$ cat config.mk
export PLATFORM = sky130hd
export DESIGN_NAME = fft4_radix2
export DESIGN_NICKNAME = d
export VERILOG_FILES = /design/src/rtl/fft4_radix2.sv
export SDC_FILE = /design/constraint.sdc
export NUM_CORES = 1
export LEC_CHECK = 0
export BUFFER_PORTS_ARGS = -buffer_cell sky130_fd_sc_hd__buf_2
export CAP_MARGIN = 20
export CELL_PAD_IN_SITES_DETAIL_PLACEMENT = 1
export CELL_PAD_IN_SITES_GLOBAL_PLACEMENT = 2
export CORE_MARGIN = 2
export CORE_UTILIZATION = 41
export DETAILED_ROUTE_END_ITERATION = 6
export PLACE_DENSITY = 0.95
export SLEW_MARGIN = 10
export SYNTH_ARGS = -nofsm -noshare
export SYNTH_HDL_FRONTEND = slang
export SYNTH_SLANG_ARGS = --single-unit
$ cat constraint.sdc
create_clock -name clk -period 31.5 [get_ports clk]
set_input_delay 7.875 -clock clk [delete_from_list [all_inputs] [get_ports clk]]
set_output_delay 7.875 -clock clk [all_outputs]
set_load 0.02 [all_outputs]
$ cat src/rtl/fft4_radix2.sv
// Fixed 4-point radix-2 DIT FFT on parallel complex samples.
// Frame capture, two registered butterfly stages, then a one-cycle result strobe.
module fft4_radix2 #(
   parameter int unsigned DATA_W = 16,
   parameter int unsigned NFFT   = 4
) (
   input  logic                          clk,
   input  logic                          rst,
   input  logic                          valid,
   input  logic                          clk_i_data,
   input  logic [NFFT-1:0][DATA_W-1:0]   data_in_i,
   input  logic [NFFT-1:0][DATA_W-1:0]   data_in_q,
   output logic                          clk_o_data,
   output logic [NFFT-1:0][DATA_W-1:0]   data_out_i,
   output logic [NFFT-1:0][DATA_W-1:0]   data_out_q,
   output logic                          complete,
   output logic [2:0]                    stateFFT
);

   localparam int unsigned A_W = DATA_W + 1;
   localparam int unsigned B_W = DATA_W + 2;

   typedef enum logic [2:0] {
      IDLE   = 3'd0,
      STAGE1 = 3'd1,
      STAGE2 = 3'd2,
      DONE   = 3'd3
   } state_t;

   state_t state;
   state_t next_state;
   logic   capture_c;
   logic   stage1_c;
   logic   stage2_c;

   logic signed [DATA_W-1:0] x_i [NFFT];
   logic signed [DATA_W-1:0] x_q [NFFT];
   logic signed [A_W-1:0]    a_i [NFFT];
   logic signed [A_W-1:0]    a_q [NFFT];
   logic signed [A_W-1:0]    a_i_c [NFFT];
   logic signed [A_W-1:0]    a_q_c [NFFT];
   logic signed [B_W-1:0]    y_i_c [NFFT];
   logic signed [B_W-1:0]    y_q_c [NFFT];

   // The legacy data clock is tied to clk by the integrator and carries no information.
   logic unused_clk_i_data;
   assign unused_clk_i_data = clk_i_data;

   assign stateFFT = state;

   // State register
   always_ff @(posedge clk or posedge rst) begin
      if (rst) begin
         state <= IDLE;
      end else begin
         state <= next_state;
      end
   end

   // Next-state and stage strobes; unused codes fall back to IDLE
   always_comb begin
      next_state = IDLE;
      capture_c  = 1'b0;
      stage1_c   = 1'b0;
      stage2_c   = 1'b0;
      case (state)
         IDLE: begin
            if (valid) begin
               capture_c  = 1'b1;
               next_state = STAGE1;
            end else begin
               next_state = IDLE;
            end
         end
         STAGE1: begin
            stage1_c   = 1'b1;
            next_state = STAGE2;
         end
         STAGE2: begin
            stage2_c   = 1'b1;
            next_state = DONE;
         end
         DONE:    next_state = IDLE;
         default: next_state = IDLE;
      endcase
   end

   // First butterfly stage: pairs (x0,x2) and (x1,x3), sign-extended by one bit
   always_comb begin
      a_i_c[0] = A_W'(x_i[0]) + A_W'(x_i[2]);
      a_q_c[0] = A_W'(x_q[0]) + A_W'(x_q[2]);
      a_i_c[1] = A_W'(x_i[0]) - A_W'(x_i[2]);
      a_q_c[1] = A_W'(x_q[0]) - A_W'(x_q[2]);
      a_i_c[2] = A_W'(x_i[1]) + A_W'(x_i[3]);
      a_q_c[2] = A_W'(x_q[1]) + A_W'(x_q[3]);
      a_i_c[3] = A_W'(x_i[1]) - A_W'(x_i[3]);
      a_q_c[3] = A_W'(x_q[1]) - A_W'(x_q[3]);
   end

   // Second stage; the odd bins fold in the -j twiddle on a3 as a re/im swap
   always_comb begin
      y_i_c[0] = B_W'(a_i[0]) + B_W'(a_i[2]);
      y_q_c[0] = B_W'(a_q[0]) + B_W'(a_q[2]);
      y_i_c[2] = B_W'(a_i[0]) - B_W'(a_i[2]);
      y_q_c[2] = B_W'(a_q[0]) - B_W'(a_q[2]);
      y_i_c[1] = B_W'(a_i[1]) + B_W'(a_q[3]);
      y_q_c[1] = B_W'(a_q[1]) - B_W'(a_i[3]);
      y_i_c[3] = B_W'(a_i[1]) - B_W'(a_q[3]);
      y_q_c[3] = B_W'(a_q[1]) + B_W'(a_i[3]);
   end

   // Input capture and first-stage pipeline registers
   always_ff @(posedge clk or posedge rst) begin
      if (rst) begin
         for (int k = 0; k < int'(NFFT); k++) begin
            x_i[k] <= '0;
            x_q[k] <= '0;
            a_i[k] <= '0;
            a_q[k] <= '0;
         end
      end else begin
         if (capture_c) begin
            for (int k = 0; k < int'(NFFT); k++) begin
               x_i[k] <= data_in_i[k];
               x_q[k] <= data_in_q[k];
            end
         end
         if (stage1_c) begin
            for (int k = 0; k < int'(NFFT); k++) begin
               a_i[k] <= a_i_c[k];
               a_q[k] <= a_q_c[k];
            end
         end
      end
   end

   // Result registers: low bits of the full-width sums, wrapping without saturation
   always_ff @(posedge clk or posedge rst) begin
      if (rst) begin
         data_out_i <= '0;
         data_out_q <= '0;
         complete   <= 1'b0;
         clk_o_data <= 1'b0;
      end else begin
         clk_o_data <= stage2_c;
         if (capture_c) begin
            complete <= 1'b0;
         end
         if (stage2_c) begin
            for (int k = 0; k < int'(NFFT); k++) begin
               data_out_i[k] <= DATA_W'(y_i_c[k]);
               data_out_q[k] <= DATA_W'(y_q_c[k]);
            end
            complete <= 1'b1;
         end
      end
   end

endmodule

==> impl_metrics.env <==
export IMPL_die_width_um=253
export IMPL_initial_utilization_pct=41.4
export IMPL_synth_ff_type="dfrtp_1"
export IMPL_synth_fp_nets=3110
export IMPL_setup_viol=0
export IMPL_grtUsageTotal_pct=23.9
export IMPL_grt_overflow_total=0
export IMPL_fp_dieH_um=253
export IMPL_cts_tree="built"
export IMPL_via_per_inst=5.49
export IMPL_synth_top_cell_area_share_pct=37.3
export IMPL_clock_latency_ps=590
export IMPL_num_antenna_cells=0
export IMPL_timing_fmax_mhz=104
export IMPL_cpMostUsedCell="buf_4"
export IMPL_clock_sinks=380
export IMPL_wl_per_cell_um=20.4
export IMPL_yosys_top_cells_area="dfrtp_1, ha_1, mux2_2, a21oi_1, xnor2_1"
export IMPL_async_flop_share_pct=100
export IMPL_critPathSlowestCell="buf_4"
export IMPL_dr_pass1_iters=5
export IMPL_coreArea_um2=61600
export IMPL_maxCapViolCount=0
export IMPL_run_status="complete, no violations"
export IMPL_maxSlewViolCount=0
export IMPL_clk_path_buf_depth=3
export IMPL_ys_ff_latch=380
export IMPL_syn_to_final_growth_pct=13.6
export IMPL_drt_initial_drc_count=1088
export IMPL_ys_warnings_count=0
export IMPL_io_pins=265
export IMPL_num_fill_cells=7062
export IMPL_via_count=20731
export IMPL_rsz0062_at_grt="no"
export IMPL_grt_pass1_vias=21901
export IMPL_drive_above_1_share_pct=19.5
export IMPL_synth_distinct_cells=91
export IMPL_synth_area_per_cell_um2=9.38
export IMPL_ctsRootBufferMaster="clkbuf_16"
export IMPL_hold_buffers=0
export IMPL_worstSetupPathType="in -> async"
export IMPL_hpwl_um=59000
export IMPL_yosysTopAreaCell="dfrtp_1"
export IMPL_critPathArrivalTime_ps=10160
export IMPL_ys_seq_area_share_pct=37.3
export IMPL_routed_wl_um=77000
export IMPL_hp_class="reg -> reg"
export IMPL_synth_edff_count=0
export IMPL_slew_limit_headroom_pct=27.8
export IMPL_tightest_slew_ps=1080
export IMPL_grt_antenna_before_repair=0
export IMPL_layout_min_cycle_time_ps=9600
export IMPL_critPathMaxStageDelay_ps=880
export IMPL_hold_violations=0
export IMPL_synth_common_cells="dfrtp_1, nor2_1, ha_1, a21oi_1, inv_1"
export IMPL_clk_pin_slew_ps=60
export IMPL_finalSetupTns_ps=0
export IMPL_post_cts_buffers=0
export IMPL_synth_area_um2=25500
export IMPL_die_area_um2=64200
export IMPL_fin_skew_ps=18.0
export IMPL_grt_pass1_wl_um=121000
export IMPL_grt_max_degree=162
export IMPL_ctsHtreeMaxLevel=2
export IMPL_yosysMostFrequentCell="dfrtp_1"
export IMPL_crit_path_end_kind="asynchronous set/reset pin"
export IMPL_drc=0
export IMPL_final_area_um2=29000
export IMPL_cts_made_buffers=46
export IMPL_critPathRequiredTime_ps=32060
export IMPL_rows=91
export IMPL_ant_nets=0
export IMPL_startpoint_type="input pin"
export IMPL_cts_resized=0
export IMPL_syn_inst=2719
export IMPL_place_area_um2=27400
export IMPL_crit_chain="buf_2 > inv_8 > buf_4 > buf_4"
export IMPL_place_gp_congestion=0.896
export IMPL_port_buffers=262
export IMPL_finalCritPeriodShare_pct=30.5
export IMPL_fin_nets=3292
export IMPL_path_max_fanout=87
export IMPL_r2r_slack_ps=28100
cell type report:
cell class,instances,area [µm²],share of cell area (%)
Clock buffer,67,1370,4.73
Inverter,221,840,2.90
Clock inverter,16,198,0.682
Tap cell,837,1050,3.61
Multi-Input combinational cell,1978,14600,50.4
Sequential cell,380,9510,32.8
Timing Repair Buffer,274,1410,4.88
cell families after synthesis:
kind of cell | synth area share [%]
flops | 37.3
compound gates | 17.0
other cells | 0.0147
simple gates | 13.1
mux | 8.67
xor+xnor | 5.22
buf+inv | 5.58
fa+ha+maj | 13.2
per-stage QoR:
stage / util (%) / hold WS (ps) / cells / worst slack, ps
after global placement: 44.5 / 466 / 3690 / 21270
after global routing: 47.1 / 509 / 3773 / 21570
after detailed placement: 44.5 / 469 / 3690 / 21160
after floorplan: - / 473 / 2719 / 13070
after CTS: 47.1 / 484 / 3773 / 21790
final: 47.1 / 482 / 3773 / 21900
registers in the layout, summed over array words and instances (netlist names), 2 cells and up:
| signal | flops |
|---|---|
| a_i | 62 |
| a_q | 62 |
| data_out_i | 62 |
| data_out_q | 62 |
| stateFFT | 2 |
| x_i | 64 |
| x_q | 64 |
metal layers:
metal,GRT usage [%],wire length (µm),up-vias
met3,3.69,3560,123
met1,31.0,34000,10354
met2,39.9,36600,422
li1,-,-,9832
met4,9.06,2840,0
met5,0,0,-
critical path: cells and delay by family:
kind | cells | cell delay (ps)
buffers and inverters | 4 | 2160
cells in the final DEF, fill, tap and decap left out, drive strengths merged, types with 43 or more instances in the layout:
master and n:
dfrtp 380, ha 243, o21ai 107, nor3 53, nor2 270, nor2b 43
nand2 141, mux2 184, inv 220, clkbuf 67, a21oi 242, buf 274
xnor2 133
final timing paths:
check,start,to,cells after the start
worst max-delay path,rst,x_q[18]$_DFFE_PP0P_,4
worst min-delay path,data_out_i[54]$_DFFE_PP0P_,data_out_i[54]$_DFFE_PP0P_,2
worst max register to register,stateFFT[0]$_DFF_PP0_,data_out_i[45]$_DFFE_PP0P_,7
worst min register to register,data_out_i[54]$_DFFE_PP0P_,data_out_i[54]$_DFFE_PP0P_,2
max in group clk,valid,x_q[22]$_DFFE_PP0P_,4
min in group asynchronous,rst,x_i[33]$_DFFE_PP0P_,2
Power is not shown: default switching activity piles up to over one toggle a cycle in this logic, so the estimate is an artifact.
